File: src/rtl/arm_pkg.sv
// Shared ARM condition-field encodings and NZCV flag bit positions.
package arm_pkg;

  typedef enum logic [3:0] {
    COND_EQ = 4'b0000,
    COND_NE = 4'b0001,
    COND_CS = 4'b0010,
    COND_CC = 4'b0011,
    COND_MI = 4'b0100,
    COND_PL = 4'b0101,
    COND_VS = 4'b0110,
    COND_VC = 4'b0111,
    COND_HI = 4'b1000,
    COND_LS = 4'b1001,
    COND_GE = 4'b1010,
    COND_LT = 4'b1011,
    COND_GT = 4'b1100,
    COND_LE = 4'b1101,
    COND_AL = 4'b1110,
    COND_NV = 4'b1111
  } cond_e;

  localparam int unsigned FLAG_N = 3;
  localparam int unsigned FLAG_Z = 2;
  localparam int unsigned FLAG_C = 1;
  localparam int unsigned FLAG_V = 0;

  // AL and NV resolve without looking at the flags.
  function automatic logic cond_uses_flags(input cond_e c);
    return !((c == COND_AL) || (c == COND_NV));
  endfunction

endpackage

File: src/rtl/status_cond_unit_cond_eval.sv
// Combinational ARM condition decode: pass = cond holds for the given NZCV flags.
module cond_eval
  import arm_pkg::*;
(
  input  cond_e      cond,
  input  logic [3:0] flags,
  output logic       pass
);

  logic n, z, c, v;

  always_comb begin
    n = flags[FLAG_N];
    z = flags[FLAG_Z];
    c = flags[FLAG_C];
    v = flags[FLAG_V];
    pass = 1'b0;
    case (cond)
      COND_EQ: pass = z;
      COND_NE: pass = !z;
      COND_CS: pass = c;
      COND_CC: pass = !c;
      COND_MI: pass = n;
      COND_PL: pass = !n;
      COND_VS: pass = v;
      COND_VC: pass = !v;
      COND_HI: pass = c & !z;
      COND_LS: pass = !c | z;
      COND_GE: pass = (n == v);
      COND_LT: pass = (n != v);
      COND_GT: pass = !z & (n == v);
      COND_LE: pass = z | (n != v);
      COND_AL: pass = 1'b1;
      COND_NV: pass = 1'b0;
      default: pass = 1'b0;
    endcase
  end

endmodule

File: src/rtl/status_cond_unit.sv
// NZCV status register plus ID->EXE condition check.
// COND_FWD_EN: forward in-flight status_in to the check instead of stalling.
module status_cond_unit
  import arm_pkg::*;
(
  input  logic       clk,
  input  logic       rst,
  input  logic [3:0] status_in,
  input  logic       s_we,
  input  logic       freeze,
  input  logic       flush,
  input  logic [3:0] cond,
  input  logic       cond_valid,
  output logic [3:0] status_q,
  output logic       carry,
  output logic       exe_valid,
  output logic       hazard_stall
);

  logic [3:0] status_d;
  logic [3:0] eff_flags;
  logic       exe_valid_q;
  logic       exe_valid_d;
  logic       pass;

`ifdef COND_FWD_EN
  assign eff_flags    = s_we ? status_in : status_q;
  assign hazard_stall = 1'b0;
`else
  assign eff_flags    = status_q;
  assign hazard_stall = !rst & cond_valid & s_we & cond_uses_flags(cond_e'(cond));
`endif

  cond_eval u_cond_eval (
    .cond  (cond_e'(cond)),
    .flags (eff_flags),
    .pass  (pass)
  );

  always_comb begin
    status_d    = status_q;
    exe_valid_d = cond_valid & pass & !hazard_stall;
    if (s_we) begin
      status_d = status_in;
    end
  end

  // Flush only kills the instruction entering EXE; the flag write still lands.
  always_ff @(posedge clk) begin
    if (rst) begin
      status_q    <= '0;
      exe_valid_q <= 1'b0;
    end else if (!freeze) begin
      status_q    <= status_d;
      exe_valid_q <= flush ? 1'b0 : exe_valid_d;
    end
  end

  assign exe_valid = exe_valid_q;
  assign carry     = status_q[FLAG_C];

endmodule

File: config.mk
export PLATFORM = sky130hd
export DESIGN_NAME = status_cond_unit
export DESIGN_NICKNAME = d
export VERILOG_FILES = /design/src/rtl/arm_pkg.sv /design/src/rtl/status_cond_unit_cond_eval.sv /design/src/rtl/status_cond_unit.sv
export SDC_FILE = /design/constraint.sdc
export NUM_CORES = 1
export LEC_CHECK = 0
export CORE_AREA = 2 2 39 41
export CTS_CLUSTER_DIAMETER = 30
export CTS_CLUSTER_SIZE = 12
export DETAILED_ROUTE_END_ITERATION = 6
export DIE_AREA = 0 0 41 43
export DONT_BUFFER_PORTS = 1
export MAX_ROUTING_LAYER = met4
export SLEW_MARGIN = 20
export SYNTH_ARGS = -nofsm -noshare
export SYNTH_HDL_FRONTEND = slang
export SYNTH_SLANG_ARGS = --single-unit
File: constraint.sdc
create_clock -name clk -period 1.4 [get_ports clk]
set_input_delay 0.21 -clock clk [delete_from_list [all_inputs] [get_ports clk]]
set_output_delay 0.21 -clock clk [all_outputs]
set_load 0.01 [all_outputs]
# After elaboration in Yosys (flattened, before gate mapping)
# Cells that the tools add are included.
[totals]
regBits = 5
input_bits = 14
out_inout_bits = 7
[classes]
n_eq_ne = 17
mux = 2
bitwise = 10
n_reduce_logical = 10
[op_table]
columns = ["cell", "n"]
rows = [
  ["4-bit equality test (second input constant)", 8],
  ["4-bit by 3-bit equality test with 1-bit output (second input constant)", 4],
  ["1-bit one-hot mux with 16 select lines", 1],
  ["4-bit by 2-bit equality test with 1-bit output (second input constant)", 2],
  ["1-bit bitwise AND", 7],
  ["1-bit zero test", 7],
  ["4-bit by 1-bit equality test with 1-bit output (second input constant)", 1],
  ["4-bit zero test", 1],
  ["1-bit bitwise OR", 2],
  ["2-bit AND reduction", 1],
  ["1-bit equality test", 1],
  ["1-bit logical OR", 1],
  ["1-bit two-way mux", 1],
  ["1-bit != test", 1],
  ["1-bit inverter", 1],
]

# Logic depth before layout (Yosys ltp)
# Gate-level depths: netlist (run 1).
[logic_depth]
depth_word = 7
mapped_depth = 6
mapped_depth_nobuf = 5

# By module
# A second synthesis (run 1) with hierarchy kept.
[hier_totals]
cells_unflattened = 45
area_unflattened_um2 = 371.6
[modules_own_cells]
columns = ["module", "n_inst", "cells_per_inst", "area_each_um2", "seq_area_each_um2"]
rows = [
  ["status_cond_unit", 1, 22, 216.5, 100.1],
  ["cond_eval", 1, 23, 155.1, 0.0],
]

# Worst setup path before layout (run 1)
# OpenSTA, ideal clock, no wires.
[synth_path]
path_kind = "register -> register"
startpoint = "register status_q[2]"
endpoint = "register exe_valid_q (netlist: exe_valid)"
setup_time_ns = 0.126
arrival_ns = 1.221
required_time_ns = 1.274
path_slack_ns = 0.053
path_stages_with_launch = 6
path_buffers = 0
period_less_slack_ns = 1.347
path_cell_list = "dfxtp_1 and3b_1 a22oi_2 xnor2_1 a311oi_1 o22ai_1"
[synth_via]
elab_chain_len = 6
word_cells_on_any_way = 9
classes_between = "mux (2); bitwise (6); reduce/logical (1)"
[synth_rtl]
columns = ["element", "line", "source"]
rows = [
  ["start: declaration", "status_cond_unit.sv:14", "output logic [3:0] status_q,"],
  ["start signal: assignment", "status_cond_unit.sv:54", "status_q <= status_d;"],
  ["1-bit zero test", "status_cond_unit_cond_eval.sv:20, status_cond_unit_cond_eval.sv:27, status_cond_unit_cond_eval.sv:31", ""],
  ["1-bit bitwise AND, on equally long branches", "status_cond_unit_cond_eval.sv:31, status_cond_unit_cond_eval.sv:27", ""],
  ["1-bit one-hot mux with 16 select lines *", "status_cond_unit_cond_eval.sv:18", "case (cond)"],
  ["1-bit bitwise AND * (2 in a row)", "status_cond_unit.sv:42", "exe_valid_d = cond_valid & pass & !hazard_stall;"],
  ["1-bit two-way mux *", "status_cond_unit.sv:55", "exe_valid_q <= flush ? 1'b0 : exe_valid_d;"],
  ["end signal: assignment", "status_cond_unit.sv:55", ""],
  ["end: declaration", "status_cond_unit.sv:22", "logic exe_valid_q;"],
]
# Every way passes the cells marked *; elsewhere a longest branch is shown, timed or not.
# A chain may end at the register's enable or synchronous reset.

# Worst setup path after layout (run 1)
[layout_path]
startpoint = "register status_q[3]"
endpoint = "register exe_valid_q (netlist: exe_valid)"
[layout_via]
elab_chain_len = 6
word_cells_on_any_way = 9
classes_between = "eq/ne (2); mux (2); bitwise (4); reduce/logical (1)"
[layout_rtl]
columns = ["element", "line"]
rows = [
  ["1-bit != test or 1-bit equality test (tied branches)", "n/a"],
  ["1-bit bitwise OR or 1-bit bitwise AND (tied branches)", "status_cond_unit_cond_eval.sv:32, status_cond_unit_cond_eval.sv:31"],
  ["1-bit one-hot mux with 16 select lines *", "status_cond_unit_cond_eval.sv:18"],
  ["1-bit bitwise AND * (2 in a row)", "status_cond_unit.sv:42"],
  ["1-bit two-way mux *", "status_cond_unit.sv:55"],
]
# Marked as above.

==> flow_metrics.py, run 1 <==
metrics = {
    "route": {
        "drtIter0Drc": 7,
        "vias_per_cell": 5.10,
        "post_drt_wl_per_cell_um": 12.2,
        "first_pass_iters": 4,
        "drtAntennaViolNets": 0,
        "routed_wl_um": 831,
        "remaining_drc_errors": 0,
        "vias": 347,
    },
    "cts": {
        "cts_tree": "yes",
        "cts.sinks": 5,
        "cts.clk_slew.worst_paths_ps": 40,
        "root_buffer": "clkbuf_4",
        "cts_inserted_buffers": 3,
        "postCtsHoldBufs": 0,
        "htreeDepth": 1,
        "insertion_delay_ps": 240,
        "cts_resized": 0,
        "cts_buffer_depth": 2,
        "cts_setup_buffers": 0,
    },
    "grt": {
        "antenna_found_initial": 0,
        "global_route.usage.total_pct": 11.3,
        "grt_max_degree": 9,
        "grt_pass1_wl_mm": 1.32,
        "grt_pass1_vias": 352,
        "grt.overflow.total": 0,
    },
    "floorplan": {
        "die_w_um": 41,
        "die_area_mm2": 0.00176,
        "fp-row-count": 14,
        "core_mm2": 0.00138,
        "start_util_pct": 28.6,
        "die_h_um": 43,
        "top_level_ports": 21,
    },
    "sta": {
        "min_period_ps": 1290,
        "tightest_slew_ps": 237,
        "setup_viol": 0,
        "setup_tns_ps": 0,
        "worst_slack_ps": 106,
        "clock.fmax_ghz": 0.773,
        "period_share_pct": 92.4,
        "slew-limit-headroom_pct": 84.0,
        "hold_violations": 0,
        "slew_violations": 0,
        "grt_setup_unrepaired": "false",
        "finClkSkew_ps": 3.39,
    },
    "synthesis": {
        "syn-cell-area_um2": 395,
        "syn_avg_cell_area_um2": 8.60,
        "synth-edff-count": 0,
        "async_reset_ff_share_pct": 0,
        "synthesis.nets": 60,
        "yosys_warnings": 0,
        "synth_area_leader_cell": "dfxtp_1",
        "syn_inst": 46,
        "netlist.area_leader.share_pct": 25.3,
        "synth_common_cells": "dfxtp_1, mux2i_1, nor2_1, nand2_1",
        "ys.flop_type": "dfxtp_1",
        "synth_area_leaders": "dfxtp_1, mux2i_1, nor2_1",
        "ys_seq_area_share_pct": 25.3,
        "ys_ff_latch": 5,
        "ys_types": 27,
    },
    "placement": {
        "io_buffers": 0,
        "pre_cts_slack_ps": 69.3,
        "dp_cells": 64,
        "dp_hpwl_um": 697,
        "gp_congestion": 0.690,
    },
    "hold_path": {
        "hold_class": "in -> reg",
    },
    "critical_path": {
        "crit_fanout": 3,
        "endpoint": "exe_valid$_SDFFE_PP0N_",
        "reg2reg_slack_ps": 110,
        "crit_type": "reg -> reg",
        "cp-end-kind": "flip-flop",
        "cp-startpoint": "status_q[3]$_SDFFE_PP0P_",
        "worst-r2r-cell-count": 5,
        "critical_path.startpoint_type": "flip-flop",
        "r2r_end": "exe_valid$_SDFFE_PP0N_",
        "crit_arrival_ps": 1410,
        "r2r-start": "status_q[3]$_SDFFE_PP0P_",
        "worstPathRequired_ps": 1520,
    },
    "final_layout": {
        "drive_gt1_share_pct": 21.2,
        "nNetsFinal": 67,
        "stdcell_count": 68,
        "n_fill_cell": 150,
        "multiInputGateArea_um2": 262,
        "final-seq-area_um2": 100,
        "antenna_cells": 0,
        "synthToLayoutAreaGrowth_pct": 15.5,
    },
    "pwr": {
        "ir_worst_vdd_mv": 0.359,
        "p_per_area_mw_per_mm2": 873,
        "p_leak_uw": 0.000178,
    },
    "run": {
        "drv_cap": 0,
    },
    "outcome": {
        "status": "complete, no violations",
    },
}
[placed cells by master, fill, tap and decap left out]
master    synthesis  final
a31oi_1           1      1
nor2_1            5      5
and3b_1           1      1
a22o_1            1      1
nor3_1            1      1
nand3b_1          1      1
nand2_1           4      4
xnor2_1           2      2
and2b_1           1      1
inv_1             1      1
dfxtp_1           5      5
nor4b_1           1      1
or4b_1            1      1
or2b_1            1      1
a21oi_1           1      1
o32ai_1           1      1
clkbuf_4          0      3
o22ai_1           2      2
a311oi_1          1      1
xnor2_2           1      1
a22oi_2           1      1
o21ai_1           1      1
mux2i_1           5      5
buf_4             2      6
clkbuf_1          1      1
nor2b_1           2      2
xor2_1            1      1
[per-layer routing]
metal  routed length, um  global-route usage, %
met5                   0                      -
met4                   0                   6.00
met3                  74                   2.62
met2                 422                   16.6
met1                 334                   13.8
[worst min path at each step]
stage,to,startpoint,cells after the start,slack (ps)
after floorplan,status_q[0]$_SDFFE_PP0P_,rst,1,280
after global placement,status_q[1]$_SDFFE_PP0P_,rst,1,280
after detailed placement,status_q[1]$_SDFFE_PP0P_,rst,1,290
after CTS,status_q[0]$_SDFFE_PP0P_,rst,1,30
after global routing,status_q[3]$_SDFFE_PP0P_,rst,1,20
final,status_q[3]$_SDFFE_PP0P_,rst,1,40
[per-stage QoR]
stage	instance area (um2)	total power (uW)	utilization [%]	hold WS, ps
global placement	430	238	31.1	284
detailed placement	430	240	31.1	285
CTS	457	407	33.0	33.1
finish	457	399	33.0	40.6
floorplan	395	231	-	282
global route	457	428	33.0	23.2
[cell type report]
type                            instances  share of cell area [%]
Timing Repair Buffer                    6                    9.86
Tap cell                               16                    4.38
Sequential cell                         5                    21.9
Clock buffer                            4                    5.75
Inverter                                1                   0.822
Multi-Input combinational cell         36                    57.3
[registers in the layout, indices dropped and copies added (netlist names)]
| register | cells |
|---|---|
| exe_valid | 1 |
| status_q | 4 |
[power breakdown]
part / internal (uW) / total [uW] / switching, uW
Combinational: 46.4 / 80.5 / 34.1
Clock: 108 / 163 / 55.1
Sequential: 149 / 156 / 6.06
[critical path, stage by stage, from the launching register on]
cell and delay, ps:
dfxtp_1 340, xnor2_2 220, a22oi_2 120, xnor2_1 130, a311oi_1 270, o22ai_1 100
[cells by family (layout without fill, tap and decap cells)]
group | count (synthesis) | in the layout | share of synthesized area (%)
AOI/OAI and AO/OA | 9 | 9 | 17.1
DFF | 5 | 5 | 25.3
and+or+nand+nor | 18 | 18 | 25.6
buffers and inverters | 5 | 11 | 8.54
muxes | 5 | 5 | 12.7
xor gates and xnor gates | 4 | 4 | 10.8
Note: power is estimated with default switching activity, not from simulation.
==> inputs of run 2 (changes only) <==
PLACE_DENSITY_LB_ADDON = 0.3   (was unset)
==> flow_metrics.py, run 2 (synthesis results as in run 1) <==
metrics = {
    "outcome": {
        "status": "complete, no violations",
    },
    "final_layout": {
        "regMostFlops": "status_q",
        "largest_reg_flops": 4,
        "drive_gt1_share_pct": 30.8,
        "layout_commonest_cell": "buf_4",
        "finish.instance_area_um2": 479,
        "nNetsFinal": 67,
        "antenna_cells": 0,
        "synthToLayoutAreaGrowth_pct": 21.2,
        "most-common-layout-cells": "buf_4, nor2_1, nand2_1, mux2i_1",
        "post-route-util_pct": 34.6,
        "stdcell_count": 68,
    },
    "critical_path": {
        "crit_type": "reg -> reg",
        "r2r-start": "status_q[1]$_SDFFE_PP0P_",
        "critical_path.startpoint_type": "flip-flop",
        "cp-startpoint": "status_q[1]$_SDFFE_PP0P_",
        "reg2reg_slack_ps": 70,
        "cp-end-kind": "flip-flop",
        "worst-r2r-cell-count": 5,
        "crit_arrival_ps": 1500,
        "crit_fanout": 4,
        "worstPathRequired_ps": 1570,
        "r2r_end": "exe_valid$_SDFFE_PP0N_",
        "endpoint": "exe_valid$_SDFFE_PP0N_",
    },
    "grt": {
        "antenna_found_initial": 0,
        "global_route.usage.total_pct": 11.0,
        "grt_pass1_vias": 331,
        "use_met1_pct": 13.2,
        "grt_use_met3_pct": 2.09,
        "grt_pass1_wl_mm": 1.25,
        "grtUsageMet2_pct": 14.7,
        "grt.overflow.total": 0,
        "grt_max_degree": 9,
        "top_usage_layer": "met2",
    },
    "floorplan": {
        "fp-row-count": 14,
        "die_w_um": 41,
        "start_util_pct": 28.6,
        "top_level_ports": 21,
        "die_area_mm2": 0.00176,
        "core_mm2": 0.00138,
        "die_h_um": 43,
    },
    "hold_path": {
        "hold_class": "in -> reg",
    },
    "cts": {
        "cts.clk_slew.worst_paths_ps": 40,
        "cts_inserted_buffers": 3,
        "cts_buffer_depth": 2,
        "cts_tree": "yes",
        "cts.sinks": 5,
        "insertion_delay_ps": 240,
        "htreeDepth": 1,
        "root_buffer": "clkbuf_4",
    },
    "route": {
        "post_drt_wl_per_cell_um": 12.6,
        "routed_wl_um": 856,
        "remaining_drc_errors": 0,
        "drtIter0Drc": 0,
        "vias_per_cell": 5.03,
        "first_pass_iters": 1,
        "drtAntennaViolNets": 0,
        "vias": 342,
    },
    "placement": {
        "dpl_cell_area_um2": 423,
        "gp_congestion": 0.660,
        "dp_cells": 63,
        "io_buffers": 0,
    },
    "run": {
        "drv_cap": 0,
    },
    "pwr": {
        "p_int_uw": 307,
        "ir_worst_vdd_mv": 0.414,
        "p_per_area_mw_per_mm2": 851,
        "p_leak_uw": 0.000180,
        "power_frac_clock_pct": 40.6,
        "p_sw_share_pct": 24.7,
        "seq_power_share_pct": 38.9,
        "pwr-share-comb_pct": 20.5,
        "switchingPower_uw": 101,
    },
    "sta": {
        "slew-limit-headroom_pct": 68.0,
        "setup_viol": 0,
        "holdWs_ps": 29.6,
        "hold_violations": 0,
        "slew_violations": 0,
        "period_share_pct": 94.9,
        "finClkSkew_ps": 0.305,
        "tightest_slew_ps": 479,
        "min_period_ps": 1330,
        "clock.fmax_ghz": 0.752,
    },
}
run 2: through the flow:
stage / setup TNS (ps) / total power [uW] / setup slack, ps
6_report: 0 / 408 / 70.8
5_1_grt: -1.85 / 437 / -1.85
4_1_cts: 0 / 410 / 16.1
3_5_place_dp: 0 / 237 / 4.31
3_3_place_gp: 0 / 236 / 21.6
2_1_floorplan: 0 / 231 / 53.1
run 2: final cells by class:
| cell class | count | area (um2) |
|---|---|---|
| Fill cell | 152 | 905 |
| Multi-Input combinational cell | 36 | 277 |
| Sequential cell | 5 | 108 |
| Timing Repair Buffer | 6 | 45.0 |
| Clock buffer | 4 | 26.3 |
| Tap cell | 16 | 20.0 |
| Inverter | 1 | 3.75 |
run 2: repair_timing:
action | CTS | global route
gates resized for setup | 1 | 6
cloned | 0 | 0
buffers inserted | 0 | 1
pin swaps | 1 | 5
endpoints found under the setup margin | 1 | 1
hold buffers | 0 | 0
run 2: power groups by stage:
stage          clock network (uW)  logic [uW]  registers, uW
2_1_floorplan                   0        68.7            162
3_3_place_gp                    0        78.1            158
3_5_place_dp                    0        78.7            159
4_1_cts                       174        79.3            157
5_1_grt                       187        90.6            159
6_report                      166        83.6            158
run 2: worst min path at each step:
stage	start	to	slack, ps	cells after the start
after global routing	rst	status_q[1]$_SDFFE_PP0P_	20	1
after CTS	rst	status_q[2]$_SDFFE_PP0P_	20	1
after global placement	rst	status_q[3]$_SDFFE_PP0P_	280	1
after detailed placement	rst	status_q[3]$_SDFFE_PP0P_	290	1
after floorplan	rst	status_q[0]$_SDFFE_PP0P_	280	1
final	rst	status_q[2]$_SDFFE_PP0P_	30	1
run 2: worst max-delay path, cell delays in order (launching register included):
cell and delay (ps):
dfxtp_2 320, or4b_1 510, o21ai_1 90, a22o_1 140, a311oi_1 50, o22ai_1 150
run 2: layer usage:
| layer | up-vias | wire length, um |
|---|---|---|
| li1 | 174 | - |
| met4 | 0 | 19 |
| met2 | 11 | 399 |
| met3 | 2 | 48 |
| met5 | - | 0 |
| met1 | 155 | 388 |
==> inputs of run 3 (changes only) <==
TNS_END_PERCENT = 10   (was unset)
==> results of run 3 <==
Final layout, timing and power as in run 2 (identical DEF).
